**src/rtl/fp_job_sequencer_if.sv**
```systemverilog
// Bundle of the request/response handshakes, the core control lines and the
// shared byte-wide data-memory port used by fp_job_sequencer.
interface fp_job_sequencer_if #(
    parameter int unsigned CNT_W = 16
);
    // Job request
    logic              req_valid;
    logic              req_ready;
    logic [15:0]       req_op_a;
    logic [15:0]       req_op_b;
    // Job response
    logic              rsp_valid;
    logic              rsp_ready;
    logic [15:0]       rsp_result;
    logic [CNT_W-1:0]  rsp_cycles;
    logic              rsp_timeout;
    // Core control
    logic              core_reset;
    logic              core_start;
    logic              core_done;
    // Shared data-memory port
    logic              mem_own;
    logic [7:0]        mem_addr;
    logic [7:0]        mem_wdata;
    logic              mem_we;
    logic [7:0]        mem_rdata;

    // Sequencer side
    modport slave (
        input  req_valid, req_op_a, req_op_b, rsp_ready, core_done, mem_rdata,
        output req_ready, rsp_valid, rsp_result, rsp_cycles, rsp_timeout,
               core_reset, core_start, mem_own, mem_addr, mem_wdata, mem_we
    );

    // Host / core / memory side
    modport master (
        output req_valid, req_op_a, req_op_b, rsp_ready, core_done, mem_rdata,
        input  req_ready, rsp_valid, rsp_result, rsp_cycles, rsp_timeout,
               core_reset, core_start, mem_own, mem_addr, mem_wdata, mem_we
    );
endinterface

```
**src/rtl/fp_job_sequencer.sv**
```systemverilog
// Runs one half-precision add job at a time on the core: reset the core,
// load both operands into its data memory, start it, wait for done (or
// abort on timeout), read the result back and hand it to the requester.
module fp_job_sequencer #(
    parameter logic [7:0]  OPA_ADDR = 8'd8,
    parameter logic [7:0]  OPB_ADDR = 8'd10,
    parameter logic [7:0]  RES_ADDR = 8'd12,
    parameter int unsigned TIMEOUT  = 2000,
    parameter int unsigned CNT_W    = 16
) (
    input  logic               clk,
    input  logic               reset,
    fp_job_sequencer_if.slave  bus
);
    typedef enum logic [3:0] {
        IDLE, CRST, WR0, WR1, WR2, WR3, START, RUN, RD0, RD1, TOUT, RESP
    } state_t;

    localparam logic [CNT_W-1:0] TIMEOUT_C = CNT_W'(TIMEOUT);

    state_t            state_q;
    logic [15:0]       op_a_q;
    logic [15:0]       op_b_q;
    logic [CNT_W-1:0]  cnt_q;
    logic [CNT_W-1:0]  cnt_d;
    logic [15:0]       result_q;
    logic [CNT_W-1:0]  cycles_q;
    logic              timeout_q;
    logic              rsp_valid_q;
    logic              core_rst_q;
    logic              core_start_q;
    logic              mem_own_q;
    logic              mem_we_q;
    logic [7:0]        mem_addr_q;
    logic [7:0]        mem_wdata_q;

    // RUN-cycle count including the cycle currently ending
    assign cnt_d = cnt_q + CNT_W'(1);

    // Job FSM; every output register is loaded with the value for the state being entered
    always_ff @(posedge clk or posedge reset) begin
        if (reset) begin
            state_q      <= IDLE;
            op_a_q       <= '0;
            op_b_q       <= '0;
            cnt_q        <= '0;
            result_q     <= '0;
            cycles_q     <= '0;
            timeout_q    <= 1'b0;
            rsp_valid_q  <= 1'b0;
            core_rst_q   <= 1'b0;
            core_start_q <= 1'b0;
            mem_own_q    <= 1'b0;
            mem_we_q     <= 1'b0;
            mem_addr_q   <= '0;
            mem_wdata_q  <= '0;
        end else begin
            // Single-cycle strobes and the memory port default to idle values
            core_rst_q   <= 1'b0;
            core_start_q <= 1'b0;
            mem_own_q    <= 1'b0;
            mem_we_q     <= 1'b0;
            mem_addr_q   <= '0;
            mem_wdata_q  <= '0;
            case (state_q)
                IDLE: begin
                    if (bus.req_valid) begin
                        op_a_q     <= bus.req_op_a;
                        op_b_q     <= bus.req_op_b;
                        cnt_q      <= '0;
                        timeout_q  <= 1'b0;
                        core_rst_q <= 1'b1;
                        mem_own_q  <= 1'b1;
                        state_q    <= CRST;
                    end
                end
                CRST: begin
                    mem_own_q   <= 1'b1;
                    mem_we_q    <= 1'b1;
                    mem_addr_q  <= OPA_ADDR;
                    mem_wdata_q <= op_a_q[7:0];
                    state_q     <= WR0;
                end
                WR0: begin
                    mem_own_q   <= 1'b1;
                    mem_we_q    <= 1'b1;
                    mem_addr_q  <= OPA_ADDR + 8'd1;
                    mem_wdata_q <= op_a_q[15:8];
                    state_q     <= WR1;
                end
                WR1: begin
                    mem_own_q   <= 1'b1;
                    mem_we_q    <= 1'b1;
                    mem_addr_q  <= OPB_ADDR;
                    mem_wdata_q <= op_b_q[7:0];
                    state_q     <= WR2;
                end
                WR2: begin
                    mem_own_q   <= 1'b1;
                    mem_we_q    <= 1'b1;
                    mem_addr_q  <= OPB_ADDR + 8'd1;
                    mem_wdata_q <= op_b_q[15:8];
                    state_q     <= WR3;
                end
                WR3: begin
                    core_start_q <= 1'b1;
                    state_q      <= START;
                end
                START: begin
                    state_q <= RUN;
                end
                RUN: begin
                    cnt_q <= cnt_d;
                    // Done takes priority over a timeout landing on the same edge
                    if (bus.core_done) begin
                        cycles_q   <= cnt_d;
                        mem_own_q  <= 1'b1;
                        mem_addr_q <= RES_ADDR;
                        state_q    <= RD0;
                    end else if (cnt_d == TIMEOUT_C) begin
                        core_rst_q <= 1'b1;
                        result_q   <= '0;
                        timeout_q  <= 1'b1;
                        cycles_q   <= TIMEOUT_C;
                        state_q    <= TOUT;
                    end
                end
                RD0: begin
                    result_q[7:0] <= bus.mem_rdata;
                    mem_own_q     <= 1'b1;
                    mem_addr_q    <= RES_ADDR + 8'd1;
                    state_q       <= RD1;
                end
                RD1: begin
                    result_q[15:8] <= bus.mem_rdata;
                    rsp_valid_q    <= 1'b1;
                    state_q        <= RESP;
                end
                TOUT: begin
                    rsp_valid_q <= 1'b1;
                    state_q     <= RESP;
                end
                RESP: begin
                    if (bus.rsp_ready) begin
                        rsp_valid_q <= 1'b0;
                        state_q     <= IDLE;
                    end
                end
                default: begin
                    rsp_valid_q <= 1'b0;
                    state_q     <= IDLE;
                end
            endcase
        end
    end

    // Ready and core reset also follow the reset pin directly so they are correct while it is held
    assign bus.req_ready   = (state_q == IDLE) && !reset;
    assign bus.core_reset  = reset | core_rst_q;
    assign bus.core_start  = core_start_q;
    assign bus.rsp_valid   = rsp_valid_q;
    assign bus.rsp_result  = result_q;
    assign bus.rsp_cycles  = cycles_q;
    assign bus.rsp_timeout = timeout_q;
    assign bus.mem_own     = mem_own_q;
    assign bus.mem_addr    = mem_addr_q;
    assign bus.mem_wdata   = mem_wdata_q;
    assign bus.mem_we      = mem_we_q;
endmodule

```
**src/flat_wrapper.sv**
```systemverilog
// flat-port wrapper written by rule: the top's interface ports become plain ports
module fp_job_sequencer_flat 
#(
    parameter logic [7:0]  OPA_ADDR = 8'd8,
    parameter logic [7:0]  OPB_ADDR = 8'd10,
    parameter logic [7:0]  RES_ADDR = 8'd12,
    parameter int unsigned TIMEOUT  = 2000,
    parameter int unsigned CNT_W    = 16
)
  (clk, reset, bus_req_valid, bus_req_op_a, bus_req_op_b, bus_rsp_ready, bus_core_done, bus_mem_rdata, bus_req_ready, bus_rsp_valid, bus_rsp_result, bus_rsp_cycles, bus_rsp_timeout, bus_core_reset, bus_core_start, bus_mem_own, bus_mem_addr, bus_mem_wdata, bus_mem_we);
  fp_job_sequencer_if #(.CNT_W(CNT_W)) bus_i ();
  input  logic clk;
  input  logic reset;
  input wire logic [$bits(bus_i.req_valid)-1:0] bus_req_valid;
  input wire logic [$bits(bus_i.req_op_a)-1:0] bus_req_op_a;
  input wire logic [$bits(bus_i.req_op_b)-1:0] bus_req_op_b;
  input wire logic [$bits(bus_i.rsp_ready)-1:0] bus_rsp_ready;
  input wire logic [$bits(bus_i.core_done)-1:0] bus_core_done;
  input wire logic [$bits(bus_i.mem_rdata)-1:0] bus_mem_rdata;
  output wire logic [$bits(bus_i.req_ready)-1:0] bus_req_ready;
  output wire logic [$bits(bus_i.rsp_valid)-1:0] bus_rsp_valid;
  output wire logic [$bits(bus_i.rsp_result)-1:0] bus_rsp_result;
  output wire logic [$bits(bus_i.rsp_cycles)-1:0] bus_rsp_cycles;
  output wire logic [$bits(bus_i.rsp_timeout)-1:0] bus_rsp_timeout;
  output wire logic [$bits(bus_i.core_reset)-1:0] bus_core_reset;
  output wire logic [$bits(bus_i.core_start)-1:0] bus_core_start;
  output wire logic [$bits(bus_i.mem_own)-1:0] bus_mem_own;
  output wire logic [$bits(bus_i.mem_addr)-1:0] bus_mem_addr;
  output wire logic [$bits(bus_i.mem_wdata)-1:0] bus_mem_wdata;
  output wire logic [$bits(bus_i.mem_we)-1:0] bus_mem_we;
  assign bus_i.req_valid = bus_req_valid;
  assign bus_i.req_op_a = bus_req_op_a;
  assign bus_i.req_op_b = bus_req_op_b;
  assign bus_i.rsp_ready = bus_rsp_ready;
  assign bus_i.core_done = bus_core_done;
  assign bus_i.mem_rdata = bus_mem_rdata;
  assign bus_req_ready = bus_i.req_ready;
  assign bus_rsp_valid = bus_i.rsp_valid;
  assign bus_rsp_result = bus_i.rsp_result;
  assign bus_rsp_cycles = bus_i.rsp_cycles;
  assign bus_rsp_timeout = bus_i.rsp_timeout;
  assign bus_core_reset = bus_i.core_reset;
  assign bus_core_start = bus_i.core_start;
  assign bus_mem_own = bus_i.mem_own;
  assign bus_mem_addr = bus_i.mem_addr;
  assign bus_mem_wdata = bus_i.mem_wdata;
  assign bus_mem_we = bus_i.mem_we;
  fp_job_sequencer #(.OPA_ADDR(OPA_ADDR), .OPB_ADDR(OPB_ADDR), .RES_ADDR(RES_ADDR), .TIMEOUT(TIMEOUT), .CNT_W(CNT_W)) u_core (.clk(clk), .reset(reset), .bus(bus_i));
endmodule
```
**config.mk**
```make
export PLATFORM = sky130hd
export DESIGN_NAME = fp_job_sequencer_flat
export DESIGN_NICKNAME = d
export VERILOG_FILES = /design/src/rtl/fp_job_sequencer_if.sv /design/src/rtl/fp_job_sequencer.sv /design/src/flat_wrapper.sv
export SDC_FILE = /design/constraint.sdc
export NUM_CORES = 1
export LEC_CHECK = 0
export BUFFER_PORTS_ARGS = -buffer_cell sky130_fd_sc_hd__buf_2
export CORE_AREA = 2 2 101 103
export DETAILED_ROUTE_END_ITERATION = 12
export DIE_AREA = 0 0 103 105
export PLACE_DENSITY = 0.74
export SYNTH_ARGS = -nofsm -noshare
export SYNTH_HDL_FRONTEND = slang
export SYNTH_SLANG_ARGS = --single-unit
```
**constraint.sdc**
```tcl
create_clock -name clk -period 4.45 [get_ports clk]
set_clock_uncertainty 0.1 [all_clocks]
set_input_delay 0.445 -clock clk [delete_from_list [all_inputs] [get_ports clk]]
set_output_delay 0.445 -clock clk [all_outputs]
set_load 0.05 [all_outputs]
```
Word level (Yosys, flattened, before mapping)
Index checks and enable logic that the tools add are counted.
W data, S select, Z words.

word-level totals
  flip-flop bits (word level) = 106
  bits of input ports = 45
  output and inout bits = 55

cells by class
  add/subtract/negate cells = 1
  eq/ne operators = 17
  multiplexer cells = 30
  bitwise operators = 2
  reduce and logical (&&, ||, !) cells = 19

operator list
  cell                     number
  $mux W16                 5
  $pmux W8 S6              1
  $pmux W4 S11             1
  $pmux W16 S2             1
  $pmux W8 S2              2
  $pmux W8 S4              1
  $mux W4                  5
  $add A16 B1 Y16 const B  1
  $eq A16 B11 Y1 const B   1
  $eq A4 B3 Y1 const B     4
  $eq A4 B4 Y1 const B     4
  $mux W1                  10
  $reduce_and A3 Y1        3
  $reduce_or A9 Y1         1
  $eq A4 B2 Y1 const B     2
  $reduce_and A2 Y1        4
  $reduce_bool A2 Y1       4
  $ne A2 B2 Y1 const B     3
  $pmux W1 S3              2
  $reduce_or A5 Y1         1
  $eq A4 B1 Y1 const B     1
  $logic_not A4 Y1         1
  $pmux W1 S2              2
  $reduce_and A4 Y1        1
  8 further kinds          8

Logic depth before layout (Yosys ltp)
  depth in word-level cells = 5
  gate-level depth with buffers = 9
  gate-level depth less buffers = 7

Worst setup path before layout
No wires, ideal clock.

  path type = register to output
  start point = reg u_core.state_q[1]
  end point = out bus_req_ready
  arrival time = 1.987 ns
  required time = 3.905 ns
  path slack = 1.918 ns
  cell stages (with the launch flop) = 5
  path through = dfrtp_1 > buf_2 > nor2_1 > inv_1 > nor3_1

between the ends
  longest elaborated chain between the ends = 2

ends and longest elaborated chain
  item                      RTL line                 RTL
  start: declaration        fp_job_sequencer.sv:21   state_t state_q;
  start signal: assignment  fp_job_sequencer.sv:43   state_q <= IDLE;
  start signal: assignment  fp_job_sequencer.sv:74   state_q <= CRST;
  start signal: assignment  fp_job_sequencer.sv:82   state_q <= WR0;
  $logic_not A4 Y1          fp_job_sequencer.sv:158  assign bus.req_ready = (state_q == IDLE) && !reset;
  $logic_and A1 B1 Y1       fp_job_sequencer.sv:158
  end: declaration          flat_wrapper.sv:20       output wire logic [$bits(bus_i.req_ready)-1:0] bus_req_ready;

No other way between the ends.

Final worst setup path
  start point = reg u_core.cnt_q[0]
  end point = reg u_core.result_q[6] (netlist: u_core.bus.rsp_result[6])

between the ends
  longest elaborated chain between the ends = 4

ends and longest elaborated chain
  item                                RTL line                 RTL
  start: declaration                  fp_job_sequencer.sv:24   logic [CNT_W-1:0] cnt_q;
  start signal: assignment            fp_job_sequencer.sv:113  cnt_q <= cnt_d;
  $add A16 B1 Y16                     fp_job_sequencer.sv:38   assign cnt_d = cnt_q + CNT_W'(1);
  $eq A16 B11 Y1                      fp_job_sequencer.sv:120  end else if (cnt_d == TIMEOUT_C) begin
  $ne A2 B1 Y1 (no source line)       -
  $reduce_and A3 Y1 (no source line)  -
  end signal: assignment              fp_job_sequencer.sv:129  result_q[7:0] <= bus.mem_rdata;
  end: declaration                    fp_job_sequencer.sv:26   logic [15:0] result_q;

No other way between the ends.
A chain may end at the register's enable or synchronous reset.

==> metrics.md <==
| Metric | Value |
|---|---|
| Via Count | `3,756` |
| Worst Path Arrival | `3.39 ns` |
| DIE WIDTH | `103 microns` |
| Total GRT Usage | `21.0%` |
| Leading cell types by count after synthesis | `102 x dfrtp_1, 65 x nand2_1, 53 x o21ai_0` |
| Fin. Hold Viols | `0` |
| Final setup violation count | `0` |
| Setup Total Neg Slack | `0 ns` |
| Top-area cell type share of the netlist area | `52.1%` |
| Largest net degree at the start of global routing | `71` |
| Clock Sinks | `102` |
| Max Fclk | `306 MHz` |
| Inserted Clock Buffers | `9` |
| Worst path required time | `4.57 ns` |
| Worst-Skew Late Latency | `0.38 ns` |
| Detailed-route wire length | `10.9 mm` |
| Crit end category | `register` |
| Min cycle time layout | `3.26 ns` |
| Number of diodes | `0` |
| Finished Layout Cells | `691` |
| Status | `complete, no violations` |
| Crit-path cells | `ha_1, nand3_1, nor3_1, a22o_1, o2bb2ai_2, nor4_4, o21ai_0` |
| CTS resizes | `0` |
| Crit Path Max Fanout | `18` |
| Mapped Cells | `473` |
| Maximum VDD drop | `289 uV` |
| DRC errors left | `0` |
| Worst hold slack | `0.152 ns` |
| Top post-synthesis cells by area | `dfrtp_1 52%, mux2_2 9.2%, o21ai_0 5.4%` |
| Hold_buf cts | `0` |
| Util after Layout | `58.4%` |
| Synth warn | `0` |
| CP max-delay cell | `nor4_4` |
| Largest area contributor in the netlist | `dfrtp_1` |
| Leak | `0.00259 uW` |
| Clock transition at path regs | `0.11 ns` |
| Share of layout cells above drive strength 1 | `between 30% and 40%` |
| Top-count cell post-synth | `dfrtp_1` |
| Post-synth ARST share | `100%` |
| Maximum buffer depth of the clock tree | `2` |
| Core area | `9640 sq um` |
| Startpoint types | `register` |
| Mean area per synthesized cell | `10.4 sq um` |
| Fin crit share | `between 70 and 80%` |
| Slew @ Worst Pin | `0.852 ns` |
| Vias per inst | `5.44` |
| CP delay by family, top | `simple AND/OR/NAND/NOR gates` |
| Layout area overhead | `15.0%` |
| Yosys reg bits | `slightly above 100` |
| DIE AREA | `10,800 sq um` |
| Detailed placer's ending HPWL | `roughly 7.7 mm` |
| Initial core utilization | `50.8%` |
| Rows | `36` |
| Power Dens Cells | `706 nW/um^2` |
| Synthesized area | `4900 sq um` |
| Die span in y | `105 microns` |
| Port Buf Inserts | `95` |
| Root buf cell | `clkbuf_8` |
| CTS tree | `built` |
| Antenna violations before repair | `0` |
| Initial drt markers | `about 270` |
| I/O Pins | `100` |
| Crit. Startpoint | `u_core.cnt_q[0]` |
| Dpl cells | `675` |
| Nets@finish | `600` |
| Slew margin rel. | `43.2%` |
| Overflow after GRT | `0` |
| HP Class | `in -> async` |
| Post-synth EDFFs | `0` |
| Final setup margin | `1.19 ns` |
| Number of global-route vias before repair | `3,760` |
| Pins Over Slew Limit | `0` |
| Synth cell types | `57` |
| First-pass GRT wire length | `18.1 mm` |
| Largest stage delay on the critical path | `0.71 ns` |
| Post-synthesis sequential area ratio | `52.1%` |
| WS Path Type | `reg -> reg` |
| CTS H-Tree Depth | `3` |
| ANT nets after route | `0` |
| R2r startpoint | `u_core.cnt_q[0]` |
| Synth Flop Type | `dfrtp_1` |
| Pre-CTS setup slack | `1.25 ns` |
| CP bufs+invs | `0` |
| RSZ-0062 raised after global routing | `false` |
| Drt wl/cell | `15.8 microns` |
| Final GP Congestion | `0.883` |
| Max-cap violations | `0` |
| TritonRoute pass-1 iters | `5` |
| Setup Fix Bufs, Post-CTS | `0` |
## per-stage QoR
step	instance area [sq um]	power, uW
4_1_cts	5630	4000
2_1_floorplan	4910	2970
6_report	5630	3970
3_3_place_gp	5430	3350
3_5_place_dp	5430	3410
5_1_grt	5630	4240
## layout by cell type, fill, tap and decap left out, types with 9 or more instances in the layout
cell type / instances
o21ai_0: 53
a21oi_1: 13
buf_2: 95
nor2_1: 36
nand3_1: 10
dfrtp_1: 102
clkbuf_8: 9
xnor2_1: 9
mux2_2: 40
a22oi_1: 12
nand2_1: 65
## where the power goes
part	switching (uW)	internal [uW]
logic	1210	591
clock network	366	224
registers	298	1290
total	1870	2100
## logic make-up after synthesis
logic type	Yosys count	share of synthesized area [%]
AOI/OAI and AO/OA	115	15.2
xor gates and xnor gates	17	3.04
adders and majority gates	2	0.511
buffers and inverters	40	3.76
DFF	102	52.1
muxes	40	9.20
other	1	0.0766
and+or+nand+nor	156	16.1
## flip-flops by register name, summed over array words and instances (netlist names)
register and flops:
u_core.bus.core_start 1, u_core.bus.mem_addr 4, u_core.bus.mem_own 1, u_core.bus.mem_wdata 8, u_core.bus.mem_we 1, u_core.bus.rsp_cycles 16
u_core.bus.rsp_result 16, u_core.bus.rsp_timeout 1, u_core.bus.rsp_valid 1, u_core.cnt_q 16, u_core.core_rst_q 1, u_core.op_a_q 16
u_core.op_b_q 16, u_core.state_q 4
## area by class of cell
type	count	area (sq um)
clock buffer	9	124
sequential	102	2550
fill	852	4010
clock inverter	7	75.1
inverter	7	28.8
tap	133	166
multi-input combinational	334	2180
timing repair buffer	99	505
## layer usage
layer,vias up,track usage (%),wire length [microns]
li1,1812,-,-
met1,1806,27.8,4750
met2,128,33.0,5320
met3,10,6.42,771
met4,0,6.58,99
met5,-,0,0
## final timing paths
kind	endpoint	slack (ns)	cells past startpoint
worst max-delay path	u_core.bus.rsp_result[6]	1.19	7
worst min-delay path	u_core.bus.mem_wdata[6]	0.15	2
worst max register to register	u_core.bus.rsp_result[6]	1.19	7
worst min register to register	u_core.bus.mem_wdata[4]	0.40	2
max in group asynchronous	u_core.bus.rsp_cycles[7]	3.16	3
min in group clk	u_core.bus.rsp_result[8]	0.18	3
Note: power is estimated with default switching activity, not from simulation.
